$ cat config.mk
export PLATFORM = sky130hd
export DESIGN_NAME = wb_port_arbiter_flat
export DESIGN_NICKNAME = d
export VERILOG_FILES = /design/src/rtl/wb_port_arbiter_if.sv /design/src/rtl/wb_port_arbiter.sv /design/src/flat_wrapper.sv
export SDC_FILE = /design/constraint.sdc
export NUM_CORES = 1
export LEC_CHECK = 0
export ABC_AREA = 1
export CAP_MARGIN = 20
export CORE_MARGIN = 4
export CORE_UTILIZATION = 25
export DETAILED_ROUTE_END_ITERATION = 8
export PLACE_DENSITY = 0.53
export SETUP_SLACK_MARGIN = 0.2
export SLEW_MARGIN = 10
export SYNTH_ARGS = -nofsm -noshare
export SYNTH_HDL_FRONTEND = slang
export SYNTH_SLANG_ARGS = --single-unit
$ cat constraint.sdc
create_clock -name clk -period 2.85 [get_ports clk]
set_input_delay 0.57 -clock clk [delete_from_list [all_inputs] [get_ports clk]]
set_output_delay 0.57 -clock clk [all_outputs]
set_load 0.01 [all_outputs]
$ cat src/rtl/wb_port_arbiter_if.sv
// rtl/wb_port_arbiter_if.sv - writeback, mult/div and register-file port bundle for wb_port_arbiter
interface wb_port_arbiter_if #(
  parameter int DEPTH = 2
);
  localparam int CW = $clog2(DEPTH) + 1;

  logic          wb_we;
  logic [4:0]    wb_addr;
  logic [31:0]   wb_data;
  logic          md_valid;
  logic          md_ready;
  logic [4:0]    md_addr;
  logic [31:0]   md_data;
  logic [4:0]    rs_addr;
  logic [4:0]    rt_addr;
  logic          rf_we;
  logic [4:0]    rf_waddr;
  logic [31:0]   rf_wdata;
  logic          pipe_stall;
  logic          pend_hit;
  logic [CW-1:0] fifo_count;

  modport master (
    output wb_we, wb_addr, wb_data, md_valid, md_addr, md_data, rs_addr, rt_addr,
    input  md_ready, rf_we, rf_waddr, rf_wdata, pipe_stall, pend_hit, fifo_count
  );

  modport slave (
    input  wb_we, wb_addr, wb_data, md_valid, md_addr, md_data, rs_addr, rt_addr,
    output md_ready, rf_we, rf_waddr, rf_wdata, pipe_stall, pend_hit, fifo_count
  );
endinterface

$ cat src/rtl/wb_port_arbiter.sv
// rtl/wb_port_arbiter.sv - shares the register-file write port between pipeline writeback and
// buffered mult/div results, with a starvation drain that stalls the pipeline for one slot.
module wb_port_arbiter #(
  parameter int DEPTH        = 2,
  parameter int STARVE_LIMIT = 4
) (
  input logic              clk,
  input logic              reset,
  wb_port_arbiter_if.slave bus
);
  localparam int PW = $clog2(DEPTH);
  localparam int CW = $clog2(DEPTH) + 1;
  localparam int SW = $clog2(STARVE_LIMIT) + 1;

  typedef enum logic {ST_NORMAL, ST_DRAIN} state_e;

  state_e          state_q, state_d;
  logic [SW-1:0]   cnt_q, cnt_d;
  logic            stall_q, stall_d;
  logic [PW-1:0]   rd_ptr_q, rd_ptr_d;
  logic [PW-1:0]   wr_ptr_q, wr_ptr_d;
  logic [CW-1:0]   count_q, count_d;
  logic [DEPTH-1:0] valid_q, valid_d;
  logic [4:0]      addr_q [DEPTH];
  logic [4:0]      addr_d [DEPTH];
  logic [31:0]     data_q [DEPTH];
  logic [31:0]     data_d [DEPTH];

  logic        md_ready;
  logic        head_present;
  logic        head_valid;
  logic        pipe_grant;
  logic        fifo_grant;
  logic        push;
  logic        pop;
  logic        rf_we;
  logic [4:0]  rf_waddr;
  logic [31:0] rf_wdata;
  logic        pend_hit;

  function automatic logic src_match(input logic [4:0] a, input logic [4:0] rs,
                                     input logic [4:0] rt);
    return ((rs != 5'd0) && (a == rs)) || ((rt != 5'd0) && (a == rt));
  endfunction

  // Grant selection: the pipeline owns the port in NORMAL, the FIFO head owns it in DRAIN.
  always_comb begin
    md_ready     = !reset && (count_q < CW'(DEPTH));
    head_present = (count_q != '0);
    head_valid   = head_present && valid_q[rd_ptr_q];
    pipe_grant   = (state_q == ST_NORMAL) && bus.wb_we && (bus.wb_addr != 5'd0);
    fifo_grant   = head_valid && !pipe_grant;
    pop          = head_present && (fifo_grant || !valid_q[rd_ptr_q]);
    push         = bus.md_valid && md_ready && (bus.md_addr != 5'd0);

    rf_we    = pipe_grant || fifo_grant;
    rf_waddr = 5'd0;
    rf_wdata = 32'd0;
    if (pipe_grant) begin
      rf_waddr = bus.wb_addr;
      rf_wdata = bus.wb_data;
    end else if (fifo_grant) begin
      rf_waddr = addr_q[rd_ptr_q];
      rf_wdata = data_q[rd_ptr_q];
    end

    pend_hit = push && src_match(bus.md_addr, bus.rs_addr, bus.rt_addr);
    for (int i = 0; i < DEPTH; i++) begin
      if (valid_q[i] && src_match(addr_q[i], bus.rs_addr, bus.rt_addr)) begin
        pend_hit = 1'b1;
      end
    end
  end

  // The kill runs before the enqueue so a result arriving alongside the pipeline write survives.
  always_comb begin
    valid_d  = valid_q;
    addr_d   = addr_q;
    data_d   = data_q;
    rd_ptr_d = rd_ptr_q + PW'(pop);
    wr_ptr_d = wr_ptr_q + PW'(push);
    count_d  = count_q + CW'(push) - CW'(pop);

    if (pop) begin
      valid_d[rd_ptr_q] = 1'b0;
    end
    if (pipe_grant) begin
      for (int i = 0; i < DEPTH; i++) begin
        if (addr_q[i] == bus.wb_addr) begin
          valid_d[i] = 1'b0;
        end
      end
    end
    if (push) begin
      valid_d[wr_ptr_q] = 1'b1;
      addr_d[wr_ptr_q]  = bus.md_addr;
      data_d[wr_ptr_q]  = bus.md_data;
    end
  end

  always_comb begin
    state_d = state_q;
    cnt_d   = cnt_q;
    stall_d = stall_q;
    case (state_q)
      ST_NORMAL: begin
        stall_d = 1'b0;
        if (head_valid && !fifo_grant) begin
          if (cnt_q == SW'(STARVE_LIMIT - 1)) begin
            state_d = ST_DRAIN;
            stall_d = 1'b1;
            cnt_d   = '0;
          end else begin
            cnt_d = cnt_q + 1'b1;
          end
        end else if (fifo_grant || !head_present) begin
          cnt_d = '0;
        end
      end
      ST_DRAIN: begin
        // Killed heads are popped silently; the stall lasts until one real write lands.
        if (fifo_grant || (count_d == '0)) begin
          state_d = ST_NORMAL;
          stall_d = 1'b0;
          cnt_d   = '0;
        end
      end
      default: begin
        state_d = ST_NORMAL;
        stall_d = 1'b0;
        cnt_d   = '0;
      end
    endcase
  end

  always_ff @(posedge clk or posedge reset) begin
    if (reset) begin
      state_q  <= ST_NORMAL;
      cnt_q    <= '0;
      stall_q  <= 1'b0;
      rd_ptr_q <= '0;
      wr_ptr_q <= '0;
      count_q  <= '0;
      valid_q  <= '0;
      for (int i = 0; i < DEPTH; i++) begin
        addr_q[i] <= '0;
        data_q[i] <= '0;
      end
    end else begin
      state_q  <= state_d;
      cnt_q    <= cnt_d;
      stall_q  <= stall_d;
      rd_ptr_q <= rd_ptr_d;
      wr_ptr_q <= wr_ptr_d;
      count_q  <= count_d;
      valid_q  <= valid_d;
      addr_q   <= addr_d;
      data_q   <= data_d;
    end
  end

  assign bus.md_ready   = md_ready;
  assign bus.rf_we      = rf_we;
  assign bus.rf_waddr   = rf_waddr;
  assign bus.rf_wdata   = rf_wdata;
  assign bus.pipe_stall = stall_q;
  assign bus.pend_hit   = pend_hit;
  assign bus.fifo_count = count_q;
endmodule

$ cat src/flat_wrapper.sv
// flat-port wrapper written by rule: the top's interface ports become plain ports
module wb_port_arbiter_flat 
#(
  parameter int DEPTH        = 2,
  parameter int STARVE_LIMIT = 4
)
  (clk, reset, bus_wb_we, bus_wb_addr, bus_wb_data, bus_md_valid, bus_md_addr, bus_md_data, bus_rs_addr, bus_rt_addr, bus_md_ready, bus_rf_we, bus_rf_waddr, bus_rf_wdata, bus_pipe_stall, bus_pend_hit, bus_fifo_count);
  wb_port_arbiter_if #(.DEPTH(DEPTH)) bus_i ();
  input logic clk;
  input logic reset;
  input wire logic [$bits(bus_i.wb_we)-1:0] bus_wb_we;
  input wire logic [$bits(bus_i.wb_addr)-1:0] bus_wb_addr;
  input wire logic [$bits(bus_i.wb_data)-1:0] bus_wb_data;
  input wire logic [$bits(bus_i.md_valid)-1:0] bus_md_valid;
  input wire logic [$bits(bus_i.md_addr)-1:0] bus_md_addr;
  input wire logic [$bits(bus_i.md_data)-1:0] bus_md_data;
  input wire logic [$bits(bus_i.rs_addr)-1:0] bus_rs_addr;
  input wire logic [$bits(bus_i.rt_addr)-1:0] bus_rt_addr;
  output wire logic [$bits(bus_i.md_ready)-1:0] bus_md_ready;
  output wire logic [$bits(bus_i.rf_we)-1:0] bus_rf_we;
  output wire logic [$bits(bus_i.rf_waddr)-1:0] bus_rf_waddr;
  output wire logic [$bits(bus_i.rf_wdata)-1:0] bus_rf_wdata;
  output wire logic [$bits(bus_i.pipe_stall)-1:0] bus_pipe_stall;
  output wire logic [$bits(bus_i.pend_hit)-1:0] bus_pend_hit;
  output wire logic [$bits(bus_i.fifo_count)-1:0] bus_fifo_count;
  assign bus_i.wb_we = bus_wb_we;
  assign bus_i.wb_addr = bus_wb_addr;
  assign bus_i.wb_data = bus_wb_data;
  assign bus_i.md_valid = bus_md_valid;
  assign bus_i.md_addr = bus_md_addr;
  assign bus_i.md_data = bus_md_data;
  assign bus_i.rs_addr = bus_rs_addr;
  assign bus_i.rt_addr = bus_rt_addr;
  assign bus_md_ready = bus_i.md_ready;
  assign bus_rf_we = bus_i.rf_we;
  assign bus_rf_waddr = bus_i.rf_waddr;
  assign bus_rf_wdata = bus_i.rf_wdata;
  assign bus_pipe_stall = bus_i.pipe_stall;
  assign bus_pend_hit = bus_i.pend_hit;
  assign bus_fifo_count = bus_i.fifo_count;
  wb_port_arbiter #(.DEPTH(DEPTH), .STARVE_LIMIT(STARVE_LIMIT)) u_core (.clk(clk), .reset(reset), .bus(bus_i));
endmodule
==> results.toml, run 1 <==
[run_status]
outcome = "completed"

[worst_setup_path]
cp_max_fo = 42
start_kind = "flop"
path_buf_inv = 4
reg2reg_depth = 15
crit_start = "u_core.rd_ptr_q"
cp.depth = 6
crit_family = "buffers and inverters"
rrSetupSlack_ps = 700
worst_path_largest_cell_delay_ps = 440
cp_data_arrival_time_ps = 1980
critPathSlowestCell = "dfrtp_2"
cp.required_ps = 2280
r2r_start = "u_core.bus.fifo_count[1]"
worstSetupPathType = "flop to output port"
path_cells = "clkinv_4 -> buf_4 -> buf_6 -> nand2_1 -> a32o_1 -> dlygate4sd2_1"
critPathCapture = "bus_rf_wdata[25]"
r2r_end = "u_core.cnt_q[1]"
cp-end-kind = "output port"

[flow_run]
cap_violations = 0

[global_route]
grt_pass1_wl_um = 23800
grt_util_all_layers = 0.138
grt_pass1_vias = 4527
antenna_found_initial = 0
grt.overflow.total = 0
grt_max_degree = 49

[cts]
clk_path_buf_depth = 2
cts_buffers = 9
root_buffer = "clkbuf_16"
cts_hold_buf = 0
insertion_delay_ps = 340
cts_tree = "done"
cts_sinks = 85
path_clk_slew_ps = 60
h-tree-depth = 3

[cells_and_area]
syn2layout_area_growth_pct = 44.3
multi_input_area_um2 = 2180
layout_commonest_cell = "nand2_1"
final_core_util = 0.368
layout_common_cells = "nand2_1 (165), dfrtp_1 (84), inv_1 (82)"
drive_gt1_frac = 0.194
design_area_um2 = 6880
nFillCells = 1989
regArea_um2 = 2130
fin_nets = 846
antenna_cells = 0

[timing]
max_freq_ghz = 0.392
hold_ws_ps = 482
maxSlewViolCount = 0
setup_viol = 0
fin_crit_sh = 0.895
period_minus_slack_ps = 2550
finalHoldViolations = 0
tightest_slew_ps = 581
slew_headroom = 0.612
grt_setup_unrepaired = "no"
skew_ps = 5.77

[floorplan]
die_x_um = 146
initial_core_util = 0.255
core_um2 = 18700
dieArea_um2 = 21300
rows = 50
die_y_um = 146
io_pins = 131

[placement]
dpl_cell_area_um2 = 6580
gp_congestion = 0.820
port_buffers = 130
hpwl_um = 10200

[power]
ir_drop_mv = 0.308
total_leakage_power_nw = 3.22
power_density_nw_per_um2 = 830

[yosys]
synth_nets = 679
netlist_instances = 587
syn_area_um2 = 4770
ys_warn_count = 0
synth_cell_types = 33
ys_seq_area_frac = 0.446
avgSynthCellArea_um2 = 8.12
ys_ff_latch = 85

[detailed_routing]
drt_iter0_drc = 217
vias_per_cell = 4.47
ant_nets = 0
drc = 0
wirelength_um = 14500
routedWlPerCell_um = 14.6
num_vias = 4440
first_pass_iters = 4

[worst_hold_path]
hp-class = "flop to flop"
metal layers:
metal  vias up  wire (µm)  GRT usage
met4         0        141     0.0381
li1       2230          -          -
met3         8        651     0.0304
met5         -          0          0
met1      2098       6890      0.183
met2       104       6810      0.229
timing repair:
action,in CTS,in global routing
resized for setup,178,29
cloned,2,0
endpoints found under the setup margin,39,35
pin swaps,13,10
setup buffers,12,5
kinds of logic (layout without fill, tap and decap cells):
family,Yosys count,count (layout),synth area share
compound gates,121,121,0.169
xor+xnor,40,40,0.0735
fa+ha+maj,4,4,0.0105
buf+inv,122,294,0.106
flops,85,85,0.446
mux,2,2,0.00473
simple gates,213,213,0.189
flip-flops by register name, indices dropped and copies added, names as in the netlist:
| name | count |
|---|---|
| u_core.wr_ptr_q | 1 |
| u_core.cnt_q | 3 |
| u_core.data_q | 64 |
| u_core.valid_q | 2 |
| u_core.addr_q | 10 |
| u_core.state_q | 1 |
| u_core.bus.pipe_stall | 1 |
| u_core.rd_ptr_q | 1 |
| u_core.bus.fifo_count | 2 |
worst reg2reg max path: stages (launching register included):
cell	delay, ps
dfrtp_1	430
nor2_2	250
nor2_4	80
inv_4	70
nor2_4	50
buf_4	130
buf_6	120
o31ai_1	200
ha_1	210
inv_1	50
nand3_1	110
nand3_2	100
nand2_2	80
nand2_2	70
nand2_1	60
nand2_1	40
synth_stat cells:
library cell	count	area [µm²]
o21ai_1	3	15.0
nand2_2	5	31.3
dfrtp_1	85	2130
nand2_1	165	619
a31oi_4	1	21.3
ha_1	4	50.1
o31ai_1	1	7.51
inv_1	84	315
xor2_1	22	193
o221ai_1	2	17.5
o21ai_0	75	375
buf_6	2	22.5
o211ai_1	4	30.0
nand2_4	2	22.5
xnor2_1	18	158
inv_2	2	7.51
mux2_2	2	22.5
inv_6	1	8.76
nor2_2	2	12.5
nor2_1	12	45.0
nand4_1	2	12.5
nand3b_1	1	7.51
a21oi_1	2	10.0
nand3_2	2	20.0
inv_4	2	12.5
clkbuf_1	28	105
buf_2	1	5.00
nor3_1	2	10.0
a32o_1	33	330
nor4_1	7	43.8
nand3_1	11	55.1
buf_8	2	30.0
nor2_4	2	22.5
stage by stage:
step,TNS (ps),worst slack (ps),power [mW],cells
2_1_floorplan,0,739,3.65,587
3_3_place_gp,-8260,-286,4.59,959
3_5_place_dp,-9030,-301,4.62,959
4_1_cts,0,186,5.79,989
5_1_grt,0,200,6.21,993
6_report,0,300,5.71,993
how the worst min path moves through the flow:
stage                               start              end  slack, ps  cells past startpoint
after floorplan           u_core.cnt_q[1]  u_core.cnt_q[1]        450                      2
after global routing      u_core.cnt_q[1]  u_core.cnt_q[1]        520                      2
after detailed placement  u_core.cnt_q[1]  u_core.cnt_q[1]        470                      2
final                     u_core.cnt_q[1]  u_core.cnt_q[1]        480                      2
after CTS                 u_core.cnt_q[1]  u_core.cnt_q[1]        480                      2
after global placement    u_core.cnt_q[1]  u_core.cnt_q[1]        470                      2
final cells by class:
cell class                 instances  share of cell area
timing repair buffer             189               0.242
inverter                          89              0.0509
sequential                        85               0.309
clock buffer                      12              0.0344
clock inverter                     4             0.00364
multi-input combinational        380               0.317
tap                              234              0.0426
report_power, final:
part	switching (mW)	internal [mW]	total [mW]
logic	1.47	1.11	2.58
registers	0.306	1.76	2.07
clock network	0.471	0.588	1.06
total	2.25	3.46	5.71
No activity file was read; power rests on OpenSTA's default activity.
==> run 2, diff against run 1 <==
Settings changed: CORE_MARGIN 4 to unset, REMOVE_ABC_BUFFERS set to 1, SLEW_MARGIN 10 to 20.
==> run 2 against run 1 <==
  * Count of clock-buffer cells in the layout is 2 lower
  * Wire length is 2.3% lower
  * Cell count is 2.1% lower
  * Critical endpoint is now bus_rf_wdata[15]
  * Largest cell class unchanged
  * Register-to-register slack worse by 70 ps
==> results.toml, run 2 (synthesized netlist as in run 1, its figures left out) <==
[run_status]
outcome = "completed"

[floorplan]
die_y_um = 140
core_um2 = 18700
io_pins = 131
rows = 50
dieArea_um2 = 19600
die_x_um = 140
initial_core_util = 0.255

[power]
power.share.clock = 0.220
p_sw_frac = 0.385
total_leakage_power_nw = 3.15
seqPwrFrac = 0.355
power_density_nw_per_um2 = 861
ir_drop_mv = 0.322
p_int_mw = 3.58
power.switching_mw = 2.24
p_total_mw = 5.82
power_frac_comb = 0.425

[detailed_routing]
first_pass_iters = 4
routedWlPerCell_um = 14.6
met1_length_um = 6870
dr_wl_met3_um = 554
top_layer_used = "met4"
wl_met2_um = 6570
ant_nets = 0
vias_per_cell = 4.50
drc = 0
wirelength_um = 14200
num_vias = 4372
drt_iter0_drc = 187

[global_route]
grt.overflow.total = 0
grt_pass1_vias = 4327
grt_max_degree = 57
antenna_found_initial = 0
grt_util_all_layers = 0.151
grt_pass1_wl_um = 22800

[cts]
cts_tree = "done"
cts_hold_buf = 0
path_clk_slew_ps = 60
root_buffer = "clkbuf_16"
cts_sinks = 85
cts_buffers = 9
insertion_delay_ps = 350
h-tree-depth = 3
clk_path_buf_depth = 2

[cells_and_area]
final_core_util = 0.361
nFillCells = 1975
fin_nets = 826
drive_gt1_frac = 0.168
largest-register = "u_core.data_q"
antenna_cells = 0
layout_commonest_cell = "nand2_1"
layout_common_cells = "nand2_1 (165), dfrtp_1 (84), inv_1 (82)"
largestRegisters = "u_core.data_q (64), u_core.addr_q (10), u_core.cnt_q (3)"
syn2layout_area_growth_pct = 41.9
largest_reg_flops = 64

[timing]
finalSetupTns_ps = 0
tightest_slew_ps = 625
finalHoldViolations = 0
max_freq_ghz = 0.388
grt_setup_unrepaired = "no"
period_minus_slack_ps = 2580
maxSlewViolCount = 0
setup_viol = 0
skew_ps = 12.8
layout_setup_ws_ps = 270
slew_headroom = 0.583
fin_crit_sh = 0.905
hold_ws_ps = 486

[worst_setup_path]
cp_max_fo = 9
cp_data_arrival_time_ps = 2010
worstSetupPathType = "input pin to output port"
cp.required_ps = 2280
cp-end-kind = "output port"
start_kind = "input pin"
reg2reg_depth = 15

[placement]
hpwl_um = 10000
gp_congestion = 0.853
dp_slack_ps = -283
port_buffers = 130

[flow_run]
cap_violations = 0

[worst_hold_path]
hp-class = "flop to flop"
whs_path_depth = 2
==> run 2: cell types whose count changed in the layout (fill, tap and decap cells not counted), sizes merged <==
cell           delta
buf              -19
clkbuf            -6
dlygate4sd2       +6
clkdlybuf4s15     -4
bufinv            +2
clkinv            -2
inv               +2
clkdlybuf4s50     +1
clkinvlp          -1
==> run 2: area by class of cell <==
| type | count | area [µm²] | share of cell area |
|---|---|---|---|
| clock inverter | 5 | 83.8 | 0.0124 |
| sequential | 85 | 2130 | 0.315 |
| clock buffer | 10 | 239 | 0.0353 |
| multi-input combinational | 380 | 2170 | 0.321 |
| tap | 234 | 293 | 0.0433 |
| inverter | 89 | 345 | 0.0511 |
| timing repair buffer | 169 | 1500 | 0.222 |
==> run 2: per-layer routing <==
metal / track usage / vias up
li1: - / 2189
met1: 0.199 / 2083
met2: 0.247 / 91
met3: 0.0308 / 9
met4: 0.0492 / 0
met5: 0 / -
==> run 2: final timing paths <==
kind                                          startpoint               end  slack [ps]
worst max-delay path                           bus_wb_we  bus_rf_wdata[15]         270
worst min-delay path                     u_core.cnt_q[1]   u_core.cnt_q[1]         490
worst max register to register  u_core.bus.fifo_count[1]   u_core.cnt_q[0]         630
worst min register to register           u_core.cnt_q[1]   u_core.cnt_q[1]         490
max in group asynchronous                          reset  u_core.data_q[7]        1570
min in group asynchronous                          reset  u_core.data_q[5]         640
==> run 2: repair_timing <==
item                                    4_1_cts  5_1_grt
resized for setup                           172        9
setup buffers                                 2        2
endpoints found under the setup margin       39       30
pin swaps                                    11        6
cloned                                        1        0
==> run 2: power groups by stage <==
stage	Sequential [mW]	Combinational, mW	Clock, mW
6_report	2.07	2.47	1.28
3_5_place_dp	2.09	2.55	0
5_1_grt	2.12	2.83	1.37
4_1_cts	2.07	2.52	1.33
2_1_floorplan	2.05	1.50	0
3_3_place_gp	2.08	2.54	0
==> run 2: critical path: stages <==
cell and delay, ps:
clkdlybuf4s50_1 470, inv_2 50, nor2_4 100, nand2_4 70, inv_4 70, nor2_4 40
buf_12 120, buf_12 140, a32o_1 240, buf_2 140
==> run 2: metrics by stage <==
| step | instance area (µm²) | std cells |
|---|---|---|
| after detailed placement | 6540 | 952 |
| after floorplan | 4600 | 554 |
| after CTS | 6760 | 970 |
| after global placement | 6540 | 952 |
| final | 6760 | 972 |
| after global routing | 6760 | 972 |
